**src/rtl/bm_noise_out_if.sv**
```systemverilog
// ---------------------------------------------------------------------------
// bm_noise_out_if
// Stream bundle for the Box-Muller output stage.
//   Input side : in_valid / in_ready handshake carrying f (17b unsigned,
//                13 frac), g0 = cos term and g1 = sin term (16b signed,
//                15 frac).
//   Output side: out_valid / out_ready handshake carrying out_data (16b
//                signed, 11 frac) and out_idx (0 = x0, 1 = x1).
// The master modport is the environment (upstream producer plus downstream
// consumer); the slave modport is the noise output block itself.
// ---------------------------------------------------------------------------
interface bm_noise_out_if;
   logic        in_valid;
   logic        in_ready;
   logic [16:0] f;
   logic [15:0] g0;
   logic [15:0] g1;
   logic        out_valid;
   logic        out_ready;
   logic [15:0] out_data;
   logic        out_idx;

   modport master (
      output in_valid, f, g0, g1, out_ready,
      input  in_ready, out_valid, out_data, out_idx
   );

   modport slave (
      input  in_valid, f, g0, g1, out_ready,
      output in_ready, out_valid, out_data, out_idx
   );
endinterface

```
**src/rtl/bm_noise_out.sv**
```systemverilog
// ---------------------------------------------------------------------------
// bm_noise_out
// Last stage of the Box-Muller AWGN chain. Multiplies the magnitude f by the
// cos/sin pair, rounds both products to the (16,11) noise format, stores
// the result pairs in a small FIFO and serialises them as x0 then x1.
//   clk        : system clock, rising edge
//   rst_n      : asynchronous active-low reset
//   bus        : stream interface (slave side), see bm_noise_out_if
//   fifo_level : number of pairs stored in the FIFO (0..DEPTH)
// Pipeline: accept edge captures inputs (s0), next edge registers the
// products (s1), next edge registers the rounded pair (s2), next edge
// writes the FIFO. in_ready is a credit check over everything accepted
// but not yet popped, so the FIFO can never overflow.
// ---------------------------------------------------------------------------
module bm_noise_out #(
   parameter int DEPTH = 8,
   parameter int AW    = 3
) (
   input  logic          clk,
   input  logic          rst_n,
   bm_noise_out_if.slave bus,
   output logic [AW:0]   fifo_level
);
   typedef enum logic {HALF0 = 1'b0, HALF1 = 1'b1} half_t;

   logic               init_reg;
   logic               s0_valid_reg;
   logic [16:0]        s0_f_reg;
   logic [15:0]        s0_g0_reg;
   logic [15:0]        s0_g1_reg;
   logic               s1_valid_reg;
   logic signed [33:0] s1_p0_reg;
   logic signed [33:0] s1_p1_reg;
   logic               s2_valid_reg;
   logic [15:0]        s2_x0_reg;
   logic [15:0]        s2_x1_reg;
   logic [31:0]        mem [DEPTH];
   logic [AW-1:0]      wr_ptr_reg;
   logic [AW-1:0]      rd_ptr_reg;
   logic [AW:0]        level_reg;
   half_t              half_reg;

   logic               accept;
   logic               push;
   logic               pop;
   logic [AW+1:0]      occupancy;
   logic [33:0]        f_ext;
   logic [33:0]        g0_ext;
   logic [33:0]        g1_ext;
   logic signed [33:0] rnd0;
   logic signed [33:0] rnd1;
   logic [31:0]        head;
   logic               rnd_unused;

   // f is unsigned, g is signed: extend each to the full product width so
   // the low 34 bits of the multiply are the exact signed product.
   assign f_ext  = {17'b0, s0_f_reg};
   assign g0_ext = {{18{s0_g0_reg[15]}}, s0_g0_reg};
   assign g1_ext = {{18{s0_g1_reg[15]}}, s0_g1_reg};

   // Round half toward +inf: add half an output LSB, then drop 17 bits.
   // |x| <= 32768 by construction, so bits [32:17] hold the result.
   assign rnd0 = s1_p0_reg + 34'sd65536;
   assign rnd1 = s1_p1_reg + 34'sd65536;
   assign rnd_unused = ^{rnd0[33], rnd0[16:0], rnd1[33], rnd1[16:0]};

   // Credit counts stored pairs plus every pipeline stage in flight.
   assign occupancy = (AW+2)'(level_reg) + (AW+2)'(s0_valid_reg)
                    + (AW+2)'(s1_valid_reg) + (AW+2)'(s2_valid_reg);

   assign bus.in_ready  = init_reg && (occupancy <= (AW+2)'(DEPTH - 1));
   assign accept        = bus.in_valid && bus.in_ready;
   assign push          = s2_valid_reg;
   assign bus.out_valid = (level_reg != '0);
   assign pop           = bus.out_valid && bus.out_ready && (half_reg == HALF1);

   assign head          = mem[rd_ptr_reg];
   // Gate with out_valid so an empty FIFO (and reset) shows zero data.
   assign bus.out_data  = !bus.out_valid     ? 16'h0000 :
                          (half_reg == HALF1) ? head[31:16] : head[15:0];
   assign bus.out_idx   = (half_reg == HALF1);
   assign fifo_level    = level_reg;

   // Datapath, pointers and occupancy.
   always_ff @(posedge clk or negedge rst_n) begin
      if (!rst_n) begin
         init_reg     <= 1'b0;
         s0_valid_reg <= 1'b0;
         s0_f_reg     <= '0;
         s0_g0_reg    <= '0;
         s0_g1_reg    <= '0;
         s1_valid_reg <= 1'b0;
         s1_p0_reg    <= '0;
         s1_p1_reg    <= '0;
         s2_valid_reg <= 1'b0;
         s2_x0_reg    <= '0;
         s2_x1_reg    <= '0;
         wr_ptr_reg   <= '0;
         rd_ptr_reg   <= '0;
         level_reg    <= '0;
      end else begin
         init_reg     <= 1'b1;
         s0_valid_reg <= accept;
         if (accept) begin
            s0_f_reg  <= bus.f;
            s0_g0_reg <= bus.g0;
            s0_g1_reg <= bus.g1;
         end
         s1_valid_reg <= s0_valid_reg;
         s1_p0_reg    <= $signed(f_ext * g0_ext);
         s1_p1_reg    <= $signed(f_ext * g1_ext);
         s2_valid_reg <= s1_valid_reg;
         s2_x0_reg    <= rnd0[32:17];
         s2_x1_reg    <= rnd1[32:17];
         if (push) wr_ptr_reg <= wr_ptr_reg + AW'(1);
         if (pop)  rd_ptr_reg <= rd_ptr_reg + AW'(1);
         level_reg <= level_reg + (AW+1)'(push) - (AW+1)'(pop);
      end
   end

   // Pair storage; contents need no reset because reads are gated by level.
   always_ff @(posedge clk) begin
      if (push) mem[wr_ptr_reg] <= {s2_x1_reg, s2_x0_reg};
   end

   // Serializer: x0 in HALF0, x1 in HALF1; the pair leaves on the HALF1
   // handshake.
   always_ff @(posedge clk or negedge rst_n) begin
      if (!rst_n) begin
         half_reg <= HALF0;
      end else if (bus.out_valid && bus.out_ready) begin
         case (half_reg)
            HALF0:   half_reg <= HALF1;
            default: half_reg <= HALF0;
         endcase
      end
   end
endmodule

```
**src/flat_wrapper.sv**
```systemverilog
// flat-port wrapper written by rule: the top's interface ports become plain ports
module bm_noise_out_flat 
#(
   parameter int DEPTH = 8,
   parameter int AW    = 3
)
  (clk, rst_n, fifo_level, bus_in_valid, bus_f, bus_g0, bus_g1, bus_out_ready, bus_in_ready, bus_out_valid, bus_out_data, bus_out_idx);
  bm_noise_out_if bus_i ();
  input  logic clk;
  input  logic rst_n;
  output logic [AW:0] fifo_level;
  input wire logic [$bits(bus_i.in_valid)-1:0] bus_in_valid;
  input wire logic [$bits(bus_i.f)-1:0] bus_f;
  input wire logic [$bits(bus_i.g0)-1:0] bus_g0;
  input wire logic [$bits(bus_i.g1)-1:0] bus_g1;
  input wire logic [$bits(bus_i.out_ready)-1:0] bus_out_ready;
  output wire logic [$bits(bus_i.in_ready)-1:0] bus_in_ready;
  output wire logic [$bits(bus_i.out_valid)-1:0] bus_out_valid;
  output wire logic [$bits(bus_i.out_data)-1:0] bus_out_data;
  output wire logic [$bits(bus_i.out_idx)-1:0] bus_out_idx;
  assign bus_i.in_valid = bus_in_valid;
  assign bus_i.f = bus_f;
  assign bus_i.g0 = bus_g0;
  assign bus_i.g1 = bus_g1;
  assign bus_i.out_ready = bus_out_ready;
  assign bus_in_ready = bus_i.in_ready;
  assign bus_out_valid = bus_i.out_valid;
  assign bus_out_data = bus_i.out_data;
  assign bus_out_idx = bus_i.out_idx;
  bm_noise_out #(.DEPTH(DEPTH), .AW(AW)) u_core (.clk(clk), .rst_n(rst_n), .bus(bus_i), .fifo_level(fifo_level));
endmodule
```
**config.mk**
```make
export PLATFORM = sky130hd
export DESIGN_NAME = bm_noise_out_flat
export DESIGN_NICKNAME = d
export VERILOG_FILES = /design/src/rtl/bm_noise_out_if.sv /design/src/rtl/bm_noise_out.sv /design/src/flat_wrapper.sv
export SDC_FILE = /design/constraint.sdc
export NUM_CORES = 2
export LEC_CHECK = 0
export CAP_MARGIN = 20
export CORE_UTILIZATION = 64
export CTS_CLUSTER_SIZE = 16
export DETAILED_ROUTE_END_ITERATION = 12
export PLACE_DENSITY = 0.87
export SYNTH_ARGS = -nofsm -noshare
export SYNTH_HDL_FRONTEND = slang
export SYNTH_SLANG_ARGS = --single-unit
```
**constraint.sdc**
```tcl
create_clock -name clk -period 8.3 [get_ports clk]
set_clock_uncertainty 0.15 [all_clocks]
set_input_delay 0.83 -clock clk [delete_from_list [all_inputs] [get_ports clk]]
set_output_delay 0.83 -clock clk [all_outputs]
set_load 0.01 [all_outputs]
```
=== Yosys cells after proc, flatten, opt, wreduce, memory -nomap -nowiden ===
Memory sizes are Yosys's and may differ from the RTL's.
Index checks and enable logic that the tools add are counted.

* Bits in registers: 162
* RAM bits: 256
* Input port bits: 53
* Output and inout port bits: 23
* Logic and storage cells: 38
* Memories: 1

{| class="wikitable"
|+ Memory list
! memory !! words !! bits a word !! rd ports !! clocked after memory_dff !! write ports !! RTL line !! RTL
|-
| u_core.mem || 8 || 32 || 1 || 0 || 1 || bm_noise_out.sv:37 || <nowiki>logic [31:0] mem [DEPTH];</nowiki>
|}

* Add/subtract/negate cells: 9
* Multipliers: 2
* $lt $le $gt $ge: 1
* Muxes and demuxes: 5
* Reductions and logical operators: 5

{| class="wikitable"
|+ Operator list
! operator !! count
|-
| 33-bit by 18-bit adder with 33-bit output, second input constant || 2
|-
| 18-bit by 16-bit multiplier with 33-bit output || 2
|-
| 16-bit two-way mux || 2
|-
| 5-bit by 1-bit adder with 5-bit output || 2
|-
| 3-bit by 1-bit adder with 3-bit output, second input constant || 2
|-
| 4-bit by 1-bit adder with 5-bit output || 1
|-
| 5-bit by 3-bit <= comparator with 1-bit output, second input constant || 1
|-
| 4-bit by 1-bit adder with 4-bit output || 1
|-
| 1-bit logical AND || 4
|-
| 4-bit nonzero test || 1
|-
| 4-bit by 1-bit subtractor with 4-bit output || 1
|-
| 1-bit two-way mux || 3
|}

=== Longest topological paths before layout ===
* Depth in word-level cells: 6
* Gate-level depth with buffers: 23
* Depth with buffers taken out: 21

=== Least setup slack after synthesis ===
OpenSTA, ideal clock, no wires.

* Path type: flip-flop to flip-flop
* Start: register u_core.s0_g1_reg[7]
* End: register u_core.s1_p1_reg[31]
* Library setup time: 0.123 ns
* Arrival time: 5.765 ns
* Required time: 8.027 ns
* Path slack: 2.262 ns
* Cell stages (with the launch flop): 23
* Buffers on the path: 2
* Period minus slack after synthesis: 6.038 ns
* Cells stage by stage: dfrtp_1 clkbuf_1 clkbuf_1 nand2_1 fa_1 inv_1 fa_1 inv_1 fa_1 inv_1 fa_1 fa_1 inv_1 fa_1 inv_1 ha_1 a21oi_1 o21a_1 and2b_2 a311o_2 a21boi_2 nor2_1 o221a_2

* Word-level cells in the longest chain between the ends: 1

{| class="wikitable"
|+ RTL lines
! item !! RTL line !! RTL
|-
| start, declared || bm_noise_out.sv:30 || <nowiki>logic [15:0] s0_g1_reg;</nowiki>
|-
| start signal, assigned || bm_noise_out.sv:107 || <nowiki>s0_g1_reg <= bus.g1;</nowiki>
|-
| 18-bit by 16-bit multiplier with 33-bit output || bm_noise_out.sv:111 || <nowiki>s1_p1_reg <= $signed(f_ext * g1_ext);</nowiki>
|-
| end signal, assigned || bm_noise_out.sv:111 ||
|-
| end, declared || bm_noise_out.sv:33 || <nowiki>logic signed [33:0] s1_p1_reg;</nowiki>
|}

No other way between the ends.
A chain may end at the register's enable or synchronous reset.

=== Worst setup path in the final report ===
* Start: register u_core.s0_f_reg[7]
* End: register u_core.s1_p1_reg[31]

* Word-level cells in the longest chain between the ends: 1

{| class="wikitable"
|+ RTL lines
! item !! RTL line !! RTL
|-
| start, declared || bm_noise_out.sv:28 || <nowiki>logic [16:0] s0_f_reg;</nowiki>
|-
| start signal, assigned || bm_noise_out.sv:105 || <nowiki>s0_f_reg <= bus.f;</nowiki>
|-
| 18-bit by 16-bit multiplier with 33-bit output || bm_noise_out.sv:111 ||
|}

No other way between the ends.

==> metrics <==
status=finished, final reports clean; endpoints failing hold=0; WS Path Type=reg -> reg; Final setup viols=0; Syn Inst Count=approximately 2800; Clk Latency, worst-skew pair=0.60 ns; WL final=about 80000 um; Placed Area=between 30000 and 40000 um2; Least-Margin Pin Slew=around 1.2 ns; vias in the first global route=23000; Syn Nets=3498; largest net degree at the start of global routing=88; prevailing post-synth register cell=edfxtp_1; initial DRC count=1906; Post-synth EDFFs=approximately 260; Req. time, crit path=8.62 ns; Biggest register=u_core.mem; Fin Setup TNS=0 ns; dominant cell type by area after synthesis=fa_1; crit end category=flip-flop; Worst Path Arrival=7.24 ns; H-tree levels=2; CTS tree=yes; Die ar.=roughly 52000 um2; root buffer cell=clkbuf_16; RSZ-0062 raised after global routing=false; placed wire-length estimate=56100 um; Clock Tree Buf Depth=3; Hold/Removal Path Class=in -> async; routability cong.=0.896; IO Count=76; first-pass iteration count of the detailed router=5; syn avg cell area=11.7 um2; core area=roughly 50000 um2; post-CTS resize count=0; sequential area share after synthesis=0.337; total global-route track usage=0.331; commonest non-fill, non-tap cell in the layout=inv_1; clock sinks=386; most frequent CP cell=fa_1; Avg Vias per Cell=6.12; commonest cells after routing, fill and taps aside=inv_1, fa_1, nand2_1, and2_1, edfxtp_1; Yosys cell types=63; fraction of registers with async set/reset=0.337; Layout Nets=about 3500; Initial Utilization=0.648; via count=21500; die extent in y=227 um; Final Cell Area=35300 um2; synth top area cells=fa_1, edfxtp_1, dfrtp_1, ha_1, inv_1; Port Buf Inserts=75; first-pass GRT wire length=approximately 130000 um; initial antenna violation count=1; Netlist Area Pre-Place=32500 um2; CP peak stage delay=1.11 ns; Die Wd=227 um; Crit Path Max Fanout=26; CTS Hold Bufs=0; antenna viol nets, final=0; max capacitance violation total=0; CP cell instances=nand2_1 > fa_1 > inv_1 > fa_1 > fa_1 > fa_1 > fa_1 > inv_1 > fa_1 > inv_1 > ha_1 > a21oi_1 > o31ai_2 > a41oi_1 > a311o_2 > a21boi_2 > o311a_1 > o221a_2; register bit total from synthesis=~390; # DRC=0; row count=between 80 and 90; TritonCTS buffer count=40; final period utilization=0.834; slew margin rel.=0.220; crit path time final=6.92 ns; highest clock rate=about 140 MHz; synth warn=0; total congestion overflow=0; layout cells sized above 1=0.0884; Synth top area share=0.257; Max Slew Vio Count=0; Post-CTS Setup Inserts=0; synth-to-layout area growth=8.73%; Reg clk slew, reported paths=~0.07 ns; drt wl/cell=23.2 um; Crit-path slowest cell=dfrtp_1; fin util=0.704; startpoint types=flip-flop; Largest register FFs=256
-- metal layers --
layer / up-vias / GRT usage / routed length [um]
li1: 8954 / - / -
met4: 2 / 0.175 / 4600
met2: 1220 / 0.544 / 40300
met1: 11000 / 0.418 / 29600
met5: - / 0 / 13
met3: 301 / 0.0643 / 6850
-- worst paths after layout --
path                                           startpoint  slack, ns  depth (start not counted)                              end
max                        u_core.s0_f_reg[7]$_DFFE_PN0P_       1.38                         18   u_core.s1_p1_reg[31]$_DFF_PN0_
min                                                 rst_n       0.15                          1  u_core.s0_f_reg[13]$_DFFE_PN0P_
max reg2reg                u_core.s0_f_reg[7]$_DFFE_PN0P_       1.38                         18   u_core.s1_p1_reg[31]$_DFF_PN0_
min reg2reg                 u_core.s0_valid_reg$_DFF_PN0_       0.26                          0    u_core.s1_valid_reg$_DFF_PN0_
max in group asynchronous                           rst_n       6.62                          2   u_core.s1_p1_reg[28]$_DFF_PN0_
min in group clk            u_core.s0_valid_reg$_DFF_PN0_       0.26                          0    u_core.s1_valid_reg$_DFF_PN0_
-- cell type report --
class	count	area, um2
multi-input cells	1763	19200
flip-flops and latches	386	10900
well taps	672	841
clock inverters	29	373
inverters	510	1910
diodes	2	5.00
fillers	3186	14800
clock buffers	45	1020
repair buffers	106	1040
-- worst max-delay path, delay by kind of cell, from the launching register on --
family | cells | cell delay, ns
fa+ha+maj | 7 | 3.43
compound gates | 7 | 1.73
flops | 1 | 1.11
simple gates | 1 | 0.21
buf+inv | 3 | 0.15
-- cells in the mapped netlist (47+ instances only) --
master / n
mux4_2: 80
xnor2_1: 54
dfrtp_1: 130
and2_1: 272
ha_1: 244
fa_1: 417
nand2_1: 304
a21oi_1: 47
nor2_1: 66
edfxtp_1: 256
mux2_2: 49
clkbuf_1: 111
inv_1: 510
-- through the flow --
| step | instances | setup slack, ns | hold slack (ns) |
|---|---|---|---|
| after global placement | 3434 | 1.73 | 0.231 |
| after CTS | 3508 | 1.47 | 0.206 |
| after detailed placement | 3434 | 1.49 | 0.230 |
| final | 3513 | 1.38 | 0.145 |
| after floorplan | 2784 | 2.26 | 0.210 |
| after global routing | 3511 | 1.15 | 0.210 |
-- logic make-up (layout without fill, tap and decap cells) --
logic type,Yosys count,count (layout),synth area share
flops,386,386,0.337
xor+xnor,75,75,0.0202
simple gates,739,739,0.113
mux,129,129,0.0724
other cells,1,3,0.000115
fa+ha+maj,661,661,0.351
buf+inv,635,690,0.0743
compound gates,158,158,0.0328
Power is left out: the tool's default activity adds up to more than one toggle a clock period on the data nets, which glitch-free logic cannot reach.
